===== config.mk =====
export PLATFORM = sky130hd
export DESIGN_NAME = dds_sweep_ctrl
export DESIGN_NICKNAME = d
export VERILOG_FILES = /design/src/rtl/dds_sweep_ctrl.sv
export SDC_FILE = /design/constraint.sdc
export NUM_CORES = 1
export LEC_CHECK = 0
export BUFFER_PORTS_ARGS = -buffer_cell sky130_fd_sc_hd__buf_4
export CAP_MARGIN = 25
export CELL_PAD_IN_SITES_DETAIL_PLACEMENT = 1
export CELL_PAD_IN_SITES_GLOBAL_PLACEMENT = 2
export CORE_UTILIZATION = 25
export CTS_BUF_LIST = sky130_fd_sc_hd__clkbuf_16
export DETAILED_ROUTE_END_ITERATION = 12
export PLACE_DENSITY_LB_ADDON = 0.2
export RECOVER_POWER = 25
export SYNTH_ARGS = -nofsm -noshare
export SYNTH_HDL_FRONTEND = slang
export SYNTH_SLANG_ARGS = --single-unit

===== constraint.sdc =====
create_clock -name sys_clk -period 9.3 [get_ports sys_clk]
set_input_delay 1.395 -clock sys_clk [delete_from_list [all_inputs] [get_ports sys_clk]]
set_output_delay 1.395 -clock sys_clk [all_outputs]
set_load 0.1 [all_outputs]

===== src/rtl/dds_sweep_ctrl.sv =====
// Frequency-sweep scheduler driving the DDS frequency word: steps start->stop with clamping and a per-point dwell.
// Define TRIANGLE_SWEEP_EN to make continuous mode sweep out-and-back instead of sawtooth.
module dds_sweep_ctrl #(
    parameter int              FW_W  = 17,
    parameter int              DW_W  = 16,
    parameter logic [FW_W-1:0] F_RST = '0
) (
    input  logic            sys_clk,
    input  logic            sys_rst_n,
    input  logic            start,
    input  logic            stop,
    input  logic            cont,
    input  logic [FW_W-1:0] f_start,
    input  logic [FW_W-1:0] f_stop,
    input  logic [FW_W-1:0] f_step,
    input  logic [DW_W-1:0] dwell,
    output logic [FW_W-1:0] f_word,
    output logic            busy,
    output logic            sweep_done
);

    typedef enum logic [1:0] {IDLE, DWELL, DONE} state_t;

    state_t          state_q, state_d;
    logic [FW_W-1:0] f_word_d;
    logic            busy_d, done_d;
    logic [DW_W-1:0] cnt_q, cnt_d;
    logic            capture;

    logic            cont_q, up_q;
    logic [FW_W-1:0] start_q, stop_q, step_q;
    logic [DW_W-1:0] dwell_q;
    logic [FW_W-1:0] step_eff;
    logic [DW_W-1:0] dwell_eff;
    logic [FW_W-1:0] fwd_next;
`ifdef TRIANGLE_SWEEP_EN
    logic            rev_q, rev_d;
    logic [FW_W-1:0] back_next;
`endif

    // One clamped step from cur toward target; the sum is kept one bit wider so it can never wrap.
    function automatic logic [FW_W-1:0] step_toward(
        input logic [FW_W-1:0] cur,
        input logic [FW_W-1:0] target,
        input logic [FW_W-1:0] step,
        input logic            up
    );
        logic [FW_W:0]   sum;
        logic [FW_W-1:0] diff;
        sum  = {1'b0, cur} + {1'b0, step};
        diff = cur - target;
        if (up)
            step_toward = (sum >= {1'b0, target}) ? target : sum[FW_W-1:0];
        else
            step_toward = (diff <= step) ? target : cur - step;
    endfunction

    assign step_eff  = (f_step == '0) ? FW_W'(1) : f_step;
    assign dwell_eff = (dwell == '0) ? DW_W'(1) : dwell;
    assign capture   = (state_q == IDLE) && start && !stop;
    assign fwd_next  = step_toward(f_word, stop_q, step_q, up_q);
`ifdef TRIANGLE_SWEEP_EN
    assign back_next = step_toward(f_word, start_q, step_q, !up_q);
`endif

    always_comb begin
        state_d  = state_q;
        f_word_d = f_word;
        busy_d   = busy;
        done_d   = 1'b0;
        cnt_d    = cnt_q;
`ifdef TRIANGLE_SWEEP_EN
        rev_d    = rev_q;
`endif
        case (state_q)
            IDLE: begin
                busy_d = 1'b0;
                if (capture) begin
                    f_word_d = f_start;
                    busy_d   = 1'b1;
                    cnt_d    = dwell_eff;
                    state_d  = DWELL;
`ifdef TRIANGLE_SWEEP_EN
                    rev_d    = 1'b0;
`endif
                end
            end
            DWELL: begin
                if (cnt_q == DW_W'(1)) begin
                    cnt_d = dwell_q;
`ifdef TRIANGLE_SWEEP_EN
                    if (!rev_q && f_word != stop_q) begin
                        f_word_d = fwd_next;
                    end else if (cont_q && back_next != start_q) begin
                        // Return leg skips both endpoints; reaching f_start ends the cycle.
                        f_word_d = back_next;
                        rev_d    = 1'b1;
                    end else begin
                        state_d = DONE;
                        done_d  = 1'b1;
                        busy_d  = cont_q;
                        rev_d   = 1'b0;
                    end
`else
                    if (f_word != stop_q) begin
                        f_word_d = fwd_next;
                    end else begin
                        state_d = DONE;
                        done_d  = 1'b1;
                        busy_d  = cont_q;
                    end
`endif
                end else begin
                    cnt_d = cnt_q - DW_W'(1);
                end
            end
            DONE: begin
                if (cont_q) begin
                    f_word_d = start_q;
                    cnt_d    = dwell_q;
                    busy_d   = 1'b1;
                    state_d  = DWELL;
                end else begin
                    busy_d  = 1'b0;
                    state_d = IDLE;
                end
            end
            default: state_d = IDLE;
        endcase

        // Abort freezes the frequency word where it is and suppresses the done pulse.
        if (stop) begin
            state_d  = IDLE;
            f_word_d = f_word;
            busy_d   = 1'b0;
            done_d   = 1'b0;
            cnt_d    = cnt_q;
`ifdef TRIANGLE_SWEEP_EN
            rev_d    = 1'b0;
`endif
        end
    end

    always_ff @(posedge sys_clk) begin
        if (!sys_rst_n) begin
            state_q    <= IDLE;
            f_word     <= F_RST;
            busy       <= 1'b0;
            sweep_done <= 1'b0;
            cnt_q      <= '0;
            cont_q     <= 1'b0;
            up_q       <= 1'b0;
            start_q    <= '0;
            stop_q     <= '0;
            step_q     <= '0;
            dwell_q    <= '0;
`ifdef TRIANGLE_SWEEP_EN
            rev_q      <= 1'b0;
`endif
        end else begin
            state_q    <= state_d;
            f_word     <= f_word_d;
            busy       <= busy_d;
            sweep_done <= done_d;
            cnt_q      <= cnt_d;
`ifdef TRIANGLE_SWEEP_EN
            rev_q      <= rev_d;
`endif
            if (capture) begin
                cont_q  <= cont;
                up_q    <= (f_start <= f_stop);
                start_q <= f_start;
                stop_q  <= f_stop;
                step_q  <= step_eff;
                dwell_q <= dwell_eff;
            end
        end
    end

endmodule


==> results.md, run 1 <==
Clocking:
- The maximum clock insertion buffer count is 2.
- The clock input transition at the sequential cells of the worst setup and hold paths is 0.08 ns.
- At the later pin of the worst-skew pair, clock insertion delay measures 0.38 ns.
- TritonCTS built the clock tree.
- The clock net sink count is 106.
- Clock tree synthesis inserted a total of 9 buffers.
- The clock root buffer is sky130_fd_sc_hd__clkbuf_16.
- The H-tree depth is 3.
- After clock tree synthesis, the flow added hold-fix buffers numbering 0.
- The number of gates resized after cts is 0.
- The number of buffers inserted by post-CTS setup repair is 0.

Power:
- Net switching is 41.1% of the power.
- The leakage power summed over all cells is 4.08 nW.
- The clock network is responsible for 25.7% of the overall power.
- The internal power of the cells is 949 uW.
- The share of total power dissipated in combinational logic is 42.7%.
- IR analysis of the VDD net gives a maximum drop of 103 uV.
- The sequential group share of total power is 31.7%.
- In this run the power spent charging and discharging nets is 662 uW.
- For this design the ratio of total power to cell area is 158 nW/um^2.

Floorplanning:
- The core box area is 34600 um^2.
- The starting utilization of the core area is 25.5%.
- Measured along the y axis, the die boundary spans 190 um.
- The floorplan die width is 190 um.
- The floorplan has 68 rows.
- The die outline area is 36100 um^2.
- Pin placement for this block handled 91 I/O pins.

Timing:
- The worst slew margin relative to its limit is -145%.
- The setup total negative slack is 0 ns.
- The count of final hold-check violations is 0.
- The worst clock skew is 0.0142 ns.
- The final number of max-transition violations is 72.
- The worst-case hold slack is 0.467 ns.
- The transition at the pin with the smallest max-transition slack is 3.67 ns.
- Setup repair after global routing left no endpoint under its margin.
- The clock period minus worst slack is 5.58 ns.
- The maximum operating frequency is 179 MHz.
- The smallest setup slack after layout is 3.72 ns.
- Of the available clock period, the critical path in the final layout requires 60.0%.
- The setup-violating endpoint count in the final report is 0.

Job:
- Max-cap violations in this run came to 1.

Routing:
- The number of nets still failing antenna checks after routing is 0.
- After detailed routing, the total wire length is 32500 um.
- The vias after detailed routing is 8140.
- In this run, the number of DRC markers left after iteration 0 of detailed routing was 274.
- In the routed design, unresolved DRC markers number 0.
- In the routed layout, each cell is associated on average with a via count of 4.88.
- After detailed routing, the average wire length per cell comes to 19.5 um.
- The first detailed-routing pass took 4 iterations.

Placement:
- The post-detailed-placement half-perimeter wirelength is 25300 um.
- The minimum setup slack after placement is 3.75 ns.
- The count of placed standard cells including taps is 1652.
- In this run the tool buffered the top-level ports with 90 buffer cells.
- Routability-driven placement finished with a final weighted congestion of 0.817.

Outcome:
- The flow ran to the end, but the final reports show violations.
- The checks that failed: max-capacitance violations, max-slew violations.

Synthesis:
- The post-synth net total is 1333.
- The fraction of synthesis flops using an asynchronous set or reset pin is 0%.
- The dominant register cell in the synthesized netlist is sky130_fd_sc_hd__dfxtp_1.
- The area share of the leading cell type in the synthesized netlist is 24.0%.
- By count the netlist is led by 171 x sky130_fd_sc_hd__nand2_1, 107 x sky130_fd_sc_hd__ha_1, 106 x sky130_fd_sc_hd__dfxtp_1, 83 x sky130_fd_sc_hd__inv_1, 81 x sky130_fd_sc_hd__a21oi_1.
- Averaged over all synthesized cells, the footprint is 7.67 um^2.
- The number of warnings issued by yosys is 0.
- Yosys attributes the largest share of cell area to sky130_fd_sc_hd__dfxtp_1 24%, sky130_fd_sc_hd__ha_1 15%, sky130_fd_sc_hd__nand2_1 7.3%.
- The count of flip-flops with a built-in enable after synthesis is 0.
- The post-synthesis instance area is 8830 um^2.
- The number of standard cells after synthesis is 1151.
- The number of synthesized register bits is 106.
- The most frequent cell after synthesis is sky130_fd_sc_hd__nand2_1.
- The count of cell types in the netlist is 70.
- The library cell occupying the most area in the post-synthesis netlist is sky130_fd_sc_hd__dfxtp_1.
- Sequential cells were found to cover 24.0% of the synthesized design area.

Critical path:
- The top fanout value on the critical path is 16.
- The endpoint class of the critical path is a flip-flop.
- For the worst setup path, the data arrival time is 5.90 ns.
- The worst setup path is launched from a flip-flop.
- The data required time of the worst path is 9.62 ns.
- The critical path in this run is classified as reg -> reg.

Layout:
- Excluding fillers, the count of instances in the completed layout stands at 1667.
- The number of filler cells placed in the layout is 4138.
- Compared with the post-synthesis result, the final layout area differs by 15.5%.
- After the last flow step, the layout net total stands at 1390.
- The share of post-route cells with drive strength above 1 is 11.1%.
- The multi-input gate area in the final layout is 6170 um^2.
- The number of antenna repair diodes is 0.
- The share of the core filled with cells in the final layout is 29.5%.
- Registers take 2120 um^2.

GRT:
- The wire length of the first global-routing pass is 50500 um.
- The number of antenna violations at the first check in global routing is 0.
- The via count of the first global-routing pass came to 8485.
- The total track usage is 18.5%.
- After global routing the overflow that remains totals 0.
- Entering global routing, the biggest net connects 76 pins.

Hold path:
- The min-delay analysis places its worst path in the category reg -> reg.
-- critical path, stage by stage (launching register included) --
cell and delay, ns:
sky130_fd_sc_hd__dfxtp_1 0.52, sky130_fd_sc_hd__inv_1 0.16, sky130_fd_sc_hd__fa_1 0.54, sky130_fd_sc_hd__o21bai_1 0.33, sky130_fd_sc_hd__a2111oi_2 0.14, sky130_fd_sc_hd__nor3_1 0.31, sky130_fd_sc_hd__o211ai_1 0.16, sky130_fd_sc_hd__a211oi_1 0.32
sky130_fd_sc_hd__or3b_1 0.19, sky130_fd_sc_hd__xnor2_1 0.18, sky130_fd_sc_hd__ha_1 0.29, sky130_fd_sc_hd__o21a_1 0.18, sky130_fd_sc_hd__o211ai_1 0.22, sky130_fd_sc_hd__o22ai_1 0.14, sky130_fd_sc_hd__a2111oi_2 0.41, sky130_fd_sc_hd__o211ai_2 0.43
sky130_fd_sc_hd__nand2_1 0.53, sky130_fd_sc_hd__nor2_1 0.08, sky130_fd_sc_hd__a211oi_1 0.23, sky130_fd_sc_hd__o21a_1 0.14
-- kinds of logic after synthesis --
family | share of synthesized area, %
and+or+nand+nor | 21.0
AOI/OAI and AO/OA | 27.3
buffers and inverters | 6.15
DFF | 24.0
adders and majority gates | 15.8
xor gates and xnor gates | 5.16
muxes | 0.482
-- per-layer routing --
layer	part of all wire, %	GRT usage [%]
met5	0	0
met4	1.7	4.50
met3	2.7	2.99
met2	47	30.8
met1	49	24.6
-- cell usage in the layout (no fill, tap or decap), types with 17 or more instances in the layout --
cell                         n
sky130_fd_sc_hd__nand2_1   171
sky130_fd_sc_hd__ha_1      106
sky130_fd_sc_hd__dfxtp_1   106
sky130_fd_sc_hd__buf_4      94
sky130_fd_sc_hd__inv_1      84
sky130_fd_sc_hd__a21oi_1    81
sky130_fd_sc_hd__nor2_1     73
sky130_fd_sc_hd__a21boi_0   69
sky130_fd_sc_hd__o21ai_0    38
sky130_fd_sc_hd__xnor2_1    37
sky130_fd_sc_hd__nor2b_1    30
sky130_fd_sc_hd__a211oi_1   28
sky130_fd_sc_hd__nand3_1    26
sky130_fd_sc_hd__nand2b_1   19
sky130_fd_sc_hd__o211ai_1   18
sky130_fd_sc_hd__nor3_1     17
-- metrics by stage --
stage	instance area (um^2)	power, mW
finish	10200	1.61
global route	10200	1.73
CTS	10200	1.64
detailed placement	9930	1.21
global placement	9930	1.21
floorplan	8830	1.00
-- cell type report --
cell class              count  area share (%)
clock buffers               9            2.21
well taps                 455            5.58
inverters                  84            3.09
repair buffers            100            7.15
multi-input cells         907            60.5
clock inverters             6           0.650
flip-flops and latches    106            20.8
-- power by group through the flow --
| stage | clock (mW) | sequential [mW] | combinational [mW] |
|---|---|---|---|
| 3_3_place_gp | 0 | 0.521 | 0.684 |
| 6_report | 0.414 | 0.510 | 0.687 |
| 4_1_cts | 0.433 | 0.511 | 0.694 |
| 5_1_grt | 0.451 | 0.515 | 0.761 |
| 3_5_place_dp | 0 | 0.521 | 0.689 |
| 2_1_floorplan | 0 | 0.550 | 0.450 |
-- state kept, by name (all words and copies together) (netlist names) --
name	count
up_q	1
stop_q	17
start_q	17
sweep_done	1
dwell_q	16
f_word	17
cont_q	1
state_q	2
step_q	17
busy	1
cnt_q	16
-- path summary, 6_finish.rpt --
| kind | slack (ns) | to | startpoint | cells after the start |
|---|---|---|---|---|
| hold reg to reg | 0.47 | start_q[15]$_SDFFE_PN0P_ | start_q[15]$_SDFFE_PN0P_ | 2 |
| setup reg to reg | 3.72 | f_word[0]$_SDFFE_PN0P_ | f_word[1]$_SDFFE_PN0P_ | 19 |
| setup / recovery | 3.72 | f_word[0]$_SDFFE_PN0P_ | f_word[1]$_SDFFE_PN0P_ | 19 |
| hold / removal | 0.47 | start_q[15]$_SDFFE_PN0P_ | start_q[15]$_SDFFE_PN0P_ | 2 |
Power figures use the tool's default switching activity.
==> run 2: changes to the inputs <==
Clock period 9.3 ns to 5.5 ns, I/O delays scaled along.
==> run 2 against run 1 <==
  * The run still ends with max-capacitance violations, max-slew violations left
  * Fmax grew 10%
  * Final cell count rose by 0.54%
  * Worst setup slack worse by 3.3 ns
  * Core utilization up 0.11 points
  * Worst hold slack about the same
  * Count of clock-buffer cells in the layout is the same
  * Clock skew down 0.0017 ns
  * Global-route usage is 0.23 points higher
  * Sequential cell count is the same
  * Register-to-register slack worse by 3.3 ns
  * Non-clock buffer count is 8 higher
==> results.md, run 2 (same netlist as run 1, synthesis figures left out) <==
Outcome:
- The flow ran to the end, but the final reports show violations.
- The checks that failed: max-capacitance violations, max-slew violations.

Critical path:
- The worst setup path is launched from a flip-flop.
- The capture instance of the worst register-to-register path is f_word[16]$_SDFFE_PN0P_.
- The flop-to-flop setup slack is 0.43 ns (-3.29 ns).
- The worst register-to-register path begins at f_word[0]$_SDFFE_PN0P_.
- The top fanout value on the critical path was 8 (-8).
- The cell family with the largest share of critical-path delay is compound AO/OA/AOI/OAI gates.
- In this run the worst setup path begins at f_word[0]$_SDFFE_PN0P_.
- The count of buffering cells on the critical path with inverters included came to 2 (+1).
- The logic depth of the worst setup path including buffers came to 22 (+3).
- The data arrival time at the worst-slack endpoint is 5.34 ns (-0.56 ns).
- The standard cell with the maximum stage delay on the critical path is sky130_fd_sc_hd__nor4_2.
- The critical path in this run is classified as reg -> reg.
- STA classifies the critical path endpoint as a flip-flop.
- The data required time of the worst path is 5.76 ns (-3.86 ns).
- The delay of the slowest critical-path stage is 0.48 ns (-0.06 ns).
- The worst setup path endpoint is f_word[16]$_SDFFE_PN0P_.
- The path depth of the worst reg2reg path is 22 (+3).
- The critical path goes through inv_1 -> ha_1 -> fa_1 -> nor2b_1 -> o21ai_0 -> a21boi_0 -> o21ai_0 -> a21oi_1 -> a21o_1 -> o21a_1 -> nor2_1 -> xnor2_1 -> ha_1 -> nand4_1 -> nor4_2 -> mux2_2 -> a31o_2 -> nand2b_2 -> buf_4 -> o2111ai_1 -> a211oi_1 -> a21oi_1.

Timing:
- The count of final hold-check violations is 0 (unchanged).
- The final number of max-transition violations is 72 (unchanged).
- The worst slew margin relative to its limit is -155% (-10 points).
- The maximum operating frequency was 197 MHz (+10%).
- The setup total negative slack is 0 ns (unchanged).
- The smallest setup slack after layout is 0.428 ns (-3.29 ns).
- The setup-violating endpoint count in the final report came to 0 (unchanged).
- The transition at the pin with the smallest max-transition slack came to 3.82 ns (+0.152 ns).
- The worst clock skew is 0.0125 ns (-0.00171 ns).
- The clock period minus worst slack is 5.07 ns (-0.505 ns).
- The ratio of final minimum period to clock period came to 92.2% (+32 points).
- Setup repair after global routing left no endpoint under its margin.

Layout:
- Leaving out fill and tap cells, the most frequent cell in the layout is sky130_fd_sc_hd__nand2_1.
- Leaving out fill and tap cells, the most frequent cells in the layout are 171 x sky130_fd_sc_hd__nand2_1, 106 x sky130_fd_sc_hd__ha_1, 105 x sky130_fd_sc_hd__dfxtp_1.
- The post-layout net count is 1398 (+0.58%).
- The share of the core filled with cells in the final layout is 29.6% (+0.11 points).
- The number of filler cells placed in the layout is 4159 (+0.51%).
- The growth of design area from synthesis to finish is 16.0%.
- The number of antenna repair diodes is 0 (unchanged).
- The cell area after layout is 10200 um^2 (+0.37%).
- The share of post-route cells with drive strength above 1 was 10.9% (-0.25 points).

Floorplanning:
- The floorplan die width is 190 um (unchanged).
- The chip height is 190 um (unchanged).
- The die outline area is 36100 um^2 (unchanged).
- The starting utilization of the core area was 25.5% (unchanged).
- The number of primary I/O pins is 91 (unchanged).
- The core box area is 34600 um^2 (unchanged).
- The number of core rows was 68 (unchanged).

Job:
- The max-capacitance violation count is 1 (unchanged).

Clocking:
- The CTS buffer count was 9 (unchanged).
- The clock tree from TritonCTS is built.
- The clock root buffer is sky130_fd_sc_hd__clkbuf_16.
- The H-tree depth is 3 (unchanged).
- The clock net sink count is 106 (unchanged).
- The number of buffers inserted for hold repair after clock tree synthesis is 0 (unchanged).
- The maximum clock insertion buffer count is 2 (unchanged).
- The clock input transition at the sequential cells of the worst setup and hold paths came to 0.09 ns (about the same).
- The clock latency at the later pin of the worst-skew pair is 0.38 ns (about the same).

Routing:
- The number of nets still failing antenna checks after routing is 0 (unchanged).
- The average detailed-routed wire length per instance was 19.5 um (+0.23%).
- The routed wire length is 32700 um (+0.77%).
- The initial detailed-routing violation count came to 382 (+39%).
- The count of TritonRoute iterations in the first routing pass was 5 (+1).
- The detailed-route DRC error count came to 0 (unchanged).
- The via density per instance is 4.93 (+1.0%).
- The vias after detailed routing is 8266 (+1.5%).

Power:
- The power density normalized to cell area is 267 nW/um^2 (+69%).
- The leakage power summed over all cells was 4.09 nW (+0.23%).
- The maximum VDD drop is 198 uV (+92%).
- The total power of the final layout was 2.73 mW (+70%).

GRT:
- The number of antenna violations at the first check in global routing is 0 (unchanged).
- The total track usage was 18.7% (+0.23 points).
- The wire length of the first global-routing pass came to 51400 um (+1.6%).
- The via count of the first global-routing pass is 8700 (+2.5%).
- The pin count of the biggest net entering global routing is 73 (-3.9%).
- The final global-route overflow total is 0 (unchanged).

Placement:
- The placement-stage cell area was 10000 um^2 (+0.67%).
- The post-detailed-placement half-perimeter wirelength is 25400 um (+0.59%).
- The routability congestion estimate is 0.851 (+4.2%).
- The number of input and output port buffers inserted came to 90 (unchanged).
- The minimum setup slack after placement came to 0.0298 ns (-3.72 ns).

Hold path:
- The worst min-delay path category is reg -> reg.
run 2: worst min-delay path by stage:
stage	startpoint	end	slack [ns]	depth (start not counted)
3_5_place_dp	start_q[7]$_SDFFE_PN0P_	start_q[7]$_SDFFE_PN0P_	0.46	2
4_1_cts	start_q[7]$_SDFFE_PN0P_	start_q[7]$_SDFFE_PN0P_	0.47	2
5_1_grt	dwell_q[2]$_SDFFE_PN0P_	dwell_q[2]$_SDFFE_PN0P_	0.49	2
3_3_place_gp	start_q[14]$_SDFFE_PN0P_	start_q[14]$_SDFFE_PN0P_	0.45	2
6_report	dwell_q[14]$_SDFFE_PN0P_	dwell_q[14]$_SDFFE_PN0P_	0.47	2
2_1_floorplan	dwell_q[14]$_SDFFE_PN0P_	dwell_q[14]$_SDFFE_PN0P_	0.44	2
run 2: what timing repair did:
action / in CTS / in global routing
resized for setup: 1 / 5
hold endpoints to repair: 0 / 0
buffers inserted: 0 / 0
endpoints found under the setup margin: 1 / 15
run 2: through the flow:
step | hold WS (ns) | cells
after floorplan | 0.443 | 1151
after global placement | 0.452 | 1659
after detailed placement | 0.460 | 1660
after CTS | 0.472 | 1676
after global routing | 0.489 | 1676
final | 0.467 | 1676
run 2: per-layer routing:
| layer | up-vias | wire length, um | global-route usage [%] | part of all wire [%] |
|---|---|---|---|---|
| met5 | - | 0 | 0 | 0 |
| met4 | 0 | 439 | 3.97 | 1.3 |
| met3 | 12 | 994 | 3.03 | 3.0 |
| met2 | 93 | 15200 | 31.1 | 47 |
| met1 | 3969 | 16000 | 25.2 | 49 |
| li1 | 4192 | - | - | - |
run 2: area by class of cell:
cell class                 count  area, um^2  area share, %
clock buffer                   9         225           2.20
sequential                   106        2120           20.7
inverter                      84         315           3.08
tap                          455         569           5.56
timing repair buffer         108         733           7.16
clock inverter                 7        53.8          0.526
multi-input combinational    907        6220           60.7
run 2: tightest hold or removal path, stage by stage, from the launching register on:
cell	delay (ns)
sky130_fd_sc_hd__dfxtp_1	0.32
sky130_fd_sc_hd__nand2_1	0.05
sky130_fd_sc_hd__a21boi_0	0.06
run 2: power by group:
group / internal [mW] / leakage [nW] / switching (mW)
Sequential: 0.809 / 0.868 / 0.0515
Clock: 0.313 / 0.134 / 0.358
Combinational: 0.466 / 3.09 / 0.735
